### src/rtl/instruction_byte_fetch_if.sv
// Byte-wide instruction memory port plus the decode-side word handshake.
// The master modport belongs to the fetch unit; the slave modport to its environment.
interface instruction_byte_fetch_if #(
    parameter int unsigned MEM_AW = 12
);
    logic              mem_rd;
    logic [MEM_AW-1:0] mem_addr;
    logic [7:0]        mem_rdata;
    logic [31:0]       instr;
    logic [63:0]       instr_pc;
    logic              instr_valid;
    logic              instr_ready;
    logic              pc_src;
    logic [63:0]       branch_addr;
    logic              halted;

    modport master (
        output mem_rd, mem_addr, instr, instr_pc, instr_valid, halted,
        input  mem_rdata, instr_ready, pc_src, branch_addr
    );

    modport slave (
        input  mem_rd, mem_addr, instr, instr_pc, instr_valid, halted,
        output mem_rdata, instr_ready, pc_src, branch_addr
    );
endinterface

### src/rtl/instruction_byte_fetch.sv
// Fetches a 32-bit little-endian instruction one byte per cycle, presents it to
// decode with a valid/ready handshake, and stops for good after a HALT word.
module instruction_byte_fetch #(
    parameter int unsigned MEM_AW   = 12,
    parameter logic [63:0] RESET_PC = 64'h0
) (
    input logic                      clk,
    input logic                      reset_n,
    instruction_byte_fetch_if.master bus
);

    typedef enum logic [1:0] {
        FETCH   = 2'd0,
        LAST    = 2'd1,
        PRESENT = 2'd2,
        HALT    = 2'd3
    } state_t;

    state_t            r_state, w_state_nxt;
    logic [1:0]        r_k, w_k_nxt, w_k_inc;
    logic              r_mem_rd, w_mem_rd_nxt;
    logic [MEM_AW-1:0] r_mem_addr, w_mem_addr_nxt;
    logic [63:0]       r_pc, w_pc_nxt, w_pc_xfer;
    logic [63:0]       r_instr_pc, w_instr_pc_nxt;
    logic              r_valid, w_valid_nxt;
    logic              r_halted, w_halted_nxt;
    logic [31:0]       r_instr;
    logic              r_cap_vld;
    logic [1:0]        r_cap_idx;
    logic              w_xfer, w_is_halt;

    assign w_xfer    = (r_state == PRESENT) && bus.instr_ready;
    assign w_is_halt = (r_instr[31:21] == 11'h7FF);
    assign w_k_inc   = r_k + 2'd1;
    assign w_pc_xfer = bus.pc_src ? (bus.branch_addr & ~64'h3) : (r_pc + 64'd4);

    always_ff @(posedge clk or negedge reset_n) begin
        if (!reset_n) r_state <= FETCH;
        else          r_state <= w_state_nxt;
    end

    always_comb begin
        w_state_nxt = r_state;
        case (r_state)
            FETCH:   if (r_mem_rd && (r_k == 2'd3)) w_state_nxt = LAST;
            LAST:    w_state_nxt = PRESENT;
            PRESENT: if (w_xfer) w_state_nxt = w_is_halt ? HALT : FETCH;
            HALT:    w_state_nxt = HALT;
            default: w_state_nxt = FETCH;
        endcase
    end

    // FETCH with mem_rd low only occurs right after reset: issue byte 0 then.
    always_comb begin
        w_mem_rd_nxt   = 1'b0;
        w_k_nxt        = r_k;
        w_mem_addr_nxt = r_mem_addr;
        w_pc_nxt       = r_pc;
        w_instr_pc_nxt = r_instr_pc;
        w_valid_nxt    = r_valid;
        w_halted_nxt   = r_halted;
        case (r_state)
            FETCH: begin
                if (!r_mem_rd) begin
                    w_mem_rd_nxt   = 1'b1;
                    w_k_nxt        = 2'd0;
                    w_mem_addr_nxt = r_pc[MEM_AW-1:0];
                end else if (r_k != 2'd3) begin
                    w_mem_rd_nxt   = 1'b1;
                    w_k_nxt        = w_k_inc;
                    w_mem_addr_nxt = r_pc[MEM_AW-1:0] + MEM_AW'(w_k_inc);
                end else begin
                    w_k_nxt = 2'd0;
                end
            end
            LAST: begin
                w_valid_nxt    = 1'b1;
                w_instr_pc_nxt = r_pc;
            end
            PRESENT: begin
                if (w_xfer) begin
                    w_valid_nxt = 1'b0;
                    if (w_is_halt) begin
                        w_halted_nxt = 1'b1;
                    end else begin
                        w_pc_nxt       = w_pc_xfer;
                        w_mem_rd_nxt   = 1'b1;
                        w_k_nxt        = 2'd0;
                        w_mem_addr_nxt = w_pc_xfer[MEM_AW-1:0];
                    end
                end
            end
            default: ;
        endcase
    end

    // Read data trails mem_rd by one cycle, so the byte lane is delayed to match.
    always_ff @(posedge clk or negedge reset_n) begin
        if (!reset_n) begin
            r_k        <= 2'd0;
            r_mem_rd   <= 1'b0;
            r_mem_addr <= '0;
            r_pc       <= RESET_PC;
            r_instr_pc <= '0;
            r_valid    <= 1'b0;
            r_halted   <= 1'b0;
            r_instr    <= 32'hD503201F;
            r_cap_vld  <= 1'b0;
            r_cap_idx  <= 2'd0;
        end else begin
            r_k        <= w_k_nxt;
            r_mem_rd   <= w_mem_rd_nxt;
            r_mem_addr <= w_mem_addr_nxt;
            r_pc       <= w_pc_nxt;
            r_instr_pc <= w_instr_pc_nxt;
            r_valid    <= w_valid_nxt;
            r_halted   <= w_halted_nxt;
            r_cap_vld  <= r_mem_rd;
            r_cap_idx  <= r_k;
            if (r_cap_vld) r_instr[{r_cap_idx, 3'b000} +: 8] <= bus.mem_rdata;
        end
    end

    assign bus.mem_rd      = r_mem_rd;
    assign bus.mem_addr    = r_mem_addr;
    assign bus.instr       = r_instr;
    assign bus.instr_pc    = r_instr_pc;
    assign bus.instr_valid = r_valid;
    assign bus.halted      = r_halted;

endmodule

### src/flat_wrapper.sv
// flat-port wrapper written by rule: the top's interface ports become plain ports
module instruction_byte_fetch_flat 
#(
    parameter int unsigned MEM_AW   = 12,
    parameter logic [63:0] RESET_PC = 64'h0
)
  (clk, reset_n, bus_mem_rd, bus_mem_addr, bus_instr, bus_instr_pc, bus_instr_valid, bus_halted, bus_mem_rdata, bus_instr_ready, bus_pc_src, bus_branch_addr);
  instruction_byte_fetch_if #(.MEM_AW(MEM_AW)) bus_i ();
  input logic clk;
  input logic reset_n;
  output wire logic [$bits(bus_i.mem_rd)-1:0] bus_mem_rd;
  output wire logic [$bits(bus_i.mem_addr)-1:0] bus_mem_addr;
  output wire logic [$bits(bus_i.instr)-1:0] bus_instr;
  output wire logic [$bits(bus_i.instr_pc)-1:0] bus_instr_pc;
  output wire logic [$bits(bus_i.instr_valid)-1:0] bus_instr_valid;
  output wire logic [$bits(bus_i.halted)-1:0] bus_halted;
  input wire logic [$bits(bus_i.mem_rdata)-1:0] bus_mem_rdata;
  input wire logic [$bits(bus_i.instr_ready)-1:0] bus_instr_ready;
  input wire logic [$bits(bus_i.pc_src)-1:0] bus_pc_src;
  input wire logic [$bits(bus_i.branch_addr)-1:0] bus_branch_addr;
  assign bus_mem_rd = bus_i.mem_rd;
  assign bus_mem_addr = bus_i.mem_addr;
  assign bus_instr = bus_i.instr;
  assign bus_instr_pc = bus_i.instr_pc;
  assign bus_instr_valid = bus_i.instr_valid;
  assign bus_halted = bus_i.halted;
  assign bus_i.mem_rdata = bus_mem_rdata;
  assign bus_i.instr_ready = bus_instr_ready;
  assign bus_i.pc_src = bus_pc_src;
  assign bus_i.branch_addr = bus_branch_addr;
  instruction_byte_fetch #(.MEM_AW(MEM_AW), .RESET_PC(RESET_PC)) u_core (.clk(clk), .reset_n(reset_n), .bus(bus_i));
endmodule
### config.mk
export PLATFORM = sky130hd
export DESIGN_NAME = instruction_byte_fetch_flat
export DESIGN_NICKNAME = d
export VERILOG_FILES = /design/src/rtl/instruction_byte_fetch_if.sv /design/src/rtl/instruction_byte_fetch.sv /design/src/flat_wrapper.sv
export SDC_FILE = /design/constraint.sdc
export NUM_CORES = 1
export LEC_CHECK = 0
export CAP_MARGIN = 20
export CORE_AREA = 2 2 156 158
export DETAILED_ROUTE_END_ITERATION = 6
export DIE_AREA = 0 0 158 160
export PLACE_DENSITY = 0.72
export SLEW_MARGIN = 20
export SYNTH_ARGS = -nofsm -noshare
export SYNTH_HDL_FRONTEND = slang
export SYNTH_SLANG_ARGS = --single-unit
### constraint.sdc
create_clock -name clk -period 3.3 [get_ports clk]
set_clock_uncertainty 0.2 [all_clocks]
set_input_delay 0.495 -clock clk [delete_from_list [all_inputs] [get_ports clk]]
set_output_delay 0.495 -clock clk [all_outputs]
set_load 0.03 [all_outputs]
==> load_flow_metrics.sql <==
INSERT INTO impl_metrics (metric_group, metric, value, unit) VALUES
('die', 'rows', '57', ''),
('grt', 'wire_length_of_the_first_global_routing_pass', '45.34', 'mm'),
('clock_network', 'cts_resized', '0', ''),
('sta', 'count_of_final_setup_violators', '0', ''),
('critical_path', 'slowest_delay', '0.64', 'ns'),
('critical_path', 'reg2reg_from', 'u_core.r_pc[33]$_DFFE_PN0P_', ''),
('die', 'ios', '187', ''),
('grt', 'grt_start_max_net_pins', '83', ''),
('yosys', 'yosys.area_share.xor_xnor', '0.003752', ''),
('grt', 'global_route_usage_over_all_layers', '0.2285', ''),
('yosys', 'async_flop_share', '1.000', ''),
('yosys', 'synthFlopType', 'sky130_fd_sc_hd__dfrtp_1', ''),
('sta', 'max_clock_freq', '362.2', 'MHz'),
('clock_network', 'cts_tree', 'yes', ''),
('drt', 'drt-wirelength-per-cell', '19.60', 'microns'),
('yosys', 'synth_sequential_area_ratio', '0.4895', ''),
('final_layout', 'flow.area_growth_from_synthesis', '30.69', '%'),
('sta', 'setup-tns-final', '0', 'ns'),
('drt', 'routed_via_density', '5.895', ''),
('critical_path', 'crit_arrival', '2.85', 'ns'),
('clock_network', 'clk_path_buf_depth', '2', ''),
('grt', 'first_global_vias', '8278', ''),
('yosys', 'syn-instance-count', '954', ''),
('critical_path', 'critical_path_capture_point_type', 'register', ''),
('run_status', 'run_status', 'finished, final reports clean', ''),
('placement', 'detailedPlacementHpwl', '20.23', 'mm'),
('sta', 'worstMarginPinSlew', '0.8258', 'ns'),
('die', 'fp.coreArea', '23820', 'sq um'),
('yosys', 'synth.largest_area_cell', 'sky130_fd_sc_hd__dfrtp_1', ''),
('yosys', 'synthMuxAreaShare', '0.06701', ''),
('clock_network', 'worstSkewPairLatency', '0.44', 'ns'),
('critical_path', 'critPathLaunch', 'u_core.r_pc[33]$_DFFE_PN0P_', ''),
('sta', 'slew_viol_final', '0', ''),
('sta', 'fin_worst_hold_slack', '0.2099', 'ns'),
('critical_path', 'r2r_slack', '0.54', 'ns'),
('final_layout', 'mostFrequentLayoutCells', '182 x sky130_fd_sc_hd__clkdlybuf4s50_1, 169 x sky130_fd_sc_hd__dfrtp_1, 84 x sky130_fd_sc_hd__nand2_1', ''),
('die', 'initial_core_util', '0.3920', ''),
('yosys', 'postSynthRegisterBits', '182', ''),
('drt', 'route.vias.total', '8612', ''),
('final_layout', 'postLayoutCoreUtil', '0.5122', ''),
('sta', 'setup_repair_after_global_routing_missed_its_margin', 'false', ''),
('clock_network', 'htree_levels', '4', ''),
('placement', 'io_buffers', '184', ''),
('sta', 'relative_slew_margins', '0.4449', ''),
('clock_network', 'clk_transition_reported_paths', '0.07', 'ns'),
('critical_path', 'critPathMaxFanout', '10', ''),
('die', 'die_height', '160', 'microns'),
('placement', 'dp_cells', '1428', ''),
('critical_path', 'critical_path.n_buffers_inverters', '0', ''),
('job', 'drv.max_cap_violation_count', '0', ''),
('yosys', 'average_cell_area_after_synthesis', '9.787', 'sq um'),
('grt', 'antenna_found_initial', '0', ''),
('final_layout', 'final_common_cell', 'sky130_fd_sc_hd__clkdlybuf4s50_1', ''),
('drt', 'antenna_violating_nets_post_route', '0', ''),
('yosys', 'ys_warn_count', '0', ''),
('final_layout', 'final-instance-count-excl-fill', '1461', ''),
('power', 'overall_power_of_the_completed_layout', '11.03', 'mW'),
('drt', 'first_iter_violations', '1149', ''),
('yosys', 'simple_gate_area_share_of_the_yosys_netlist', '0.2045', ''),
('grt', 'gr-total-overflow', '0', ''),
('power', 'cellLeakagePower', '4.891', 'nW'),
('clock_network', 'hold_buffers', '1', ''),
('placement', 'finalWeightedCongestion', '0.9413', ''),
('drt', 'tritonroute_pass_1_iters', '6', ''),
('critical_path', 'worst_setup_path_start_kind', 'register', ''),
('drt', 'post_detailed_route_drc_marker_count', '0', ''),
('final_layout', 'insertedDiodeCount', '0', ''),
('yosys', 'syn-num-nets', '1040', ''),
('clock_network', 'cts_buffers', '17', ''),
('min_path', 'timing.hold.worst.class', 'register to register', ''),
('placement', 'placement.setup.worst_slack', '0.6183', 'ns');
-- Yosys cell counts (all sizes together), types with 6 or more instances --
cell type,count
dfrtp,169
nand2,84
o21ai,70
nor2,55
clkbuf,52
mux2,52
a21oi,51
nand3,41
nand4,38
a22o,37
nor3,32
nor4,25
or3,20
inv,19
and3,17
buf,16
and4,15
and2,13
dfstp,13
a211oi,9
ha,9
a31oi,8
o22ai,8
a22oi,7
a32oi,6
o211ai,6
o2bb2ai,6
-- worst register-to-register path, stage by stage, from the launching register on --
cell                       delay [ns]
sky130_fd_sc_hd__dfrtp_1         0.53
sky130_fd_sc_hd__nand4_4         0.23
sky130_fd_sc_hd__or4_1           0.59
sky130_fd_sc_hd__nor4_2          0.64
sky130_fd_sc_hd__mux2i_1         0.27
sky130_fd_sc_hd__o311ai_0        0.15
-- flip-flops by register name, summed over array words and instances, names as in the netlist --
name                    flops
u_core.bus.halted           1
u_core.bus.instr           32
u_core.bus.instr_pc        64
u_core.bus.instr_valid      1
u_core.bus.mem_addr        12
u_core.bus.mem_rd           1
u_core.r_cap_idx            2
u_core.r_cap_vld            1
u_core.r_k                  2
u_core.r_pc                64
u_core.r_state              2
-- report_power, final --
| group | internal (mW) | switching (mW) | total (mW) | leakage (nW) |
|---|---|---|---|---|
| Sequential | 3.20 | 0.995 | 4.19 | 2.16 |
| Combinational | 2.09 | 2.69 | 4.79 | 2.44 |
| Clock | 1.13 | 0.924 | 2.05 | 0.287 |
-- cell type report --
class,instances,area (sq um)
fill,2173,11620
sequential,182,4571
multi-input combinational,684,4439
timing repair buffer,219,2131
clock buffer,22,484.2
tap,324,405.4
clock inverter,10,96.34
inverter,20,75.07
-- worst paths after layout --
check                                                      end  cells after the start
min                              u_core.r_cap_idx[1]$_DFF_PN0_                      0
min reg2reg                      u_core.r_cap_idx[1]$_DFF_PN0_                      0
min in group asynchronous  u_core.bus.mem_addr[10]$_DFFE_PN0P_                      2
max in group asynchronous  u_core.bus.instr_pc[44]$_DFFE_PN0P_                      3
max                                u_core.r_pc[49]$_DFFE_PN0P_                      5
max reg2reg                        u_core.r_pc[49]$_DFFE_PN0P_                      5
-- cells by family (layout without fill, tap and decap cells) --
family	count (synthesis)	count (layout)
fa+ha+maj	10	10
xor+xnor	4	4
simple gates	359	359
buf+inv	88	271
flops	182	182
compound gates	255	255
mux	56	56
-- layer usage --
layer | GRT usage | vias to the layer above | part of all wire
met4 | 0.08354 | 0 | 0.028
met1 | 0.3445 | 4140 | 0.45
met3 | 0.04722 | 65 | 0.085
met2 | 0.3227 | 464 | 0.44
met5 | 0 | - | 0
li1 | - | 3943 | -
(Power assumes the default switching activity.)
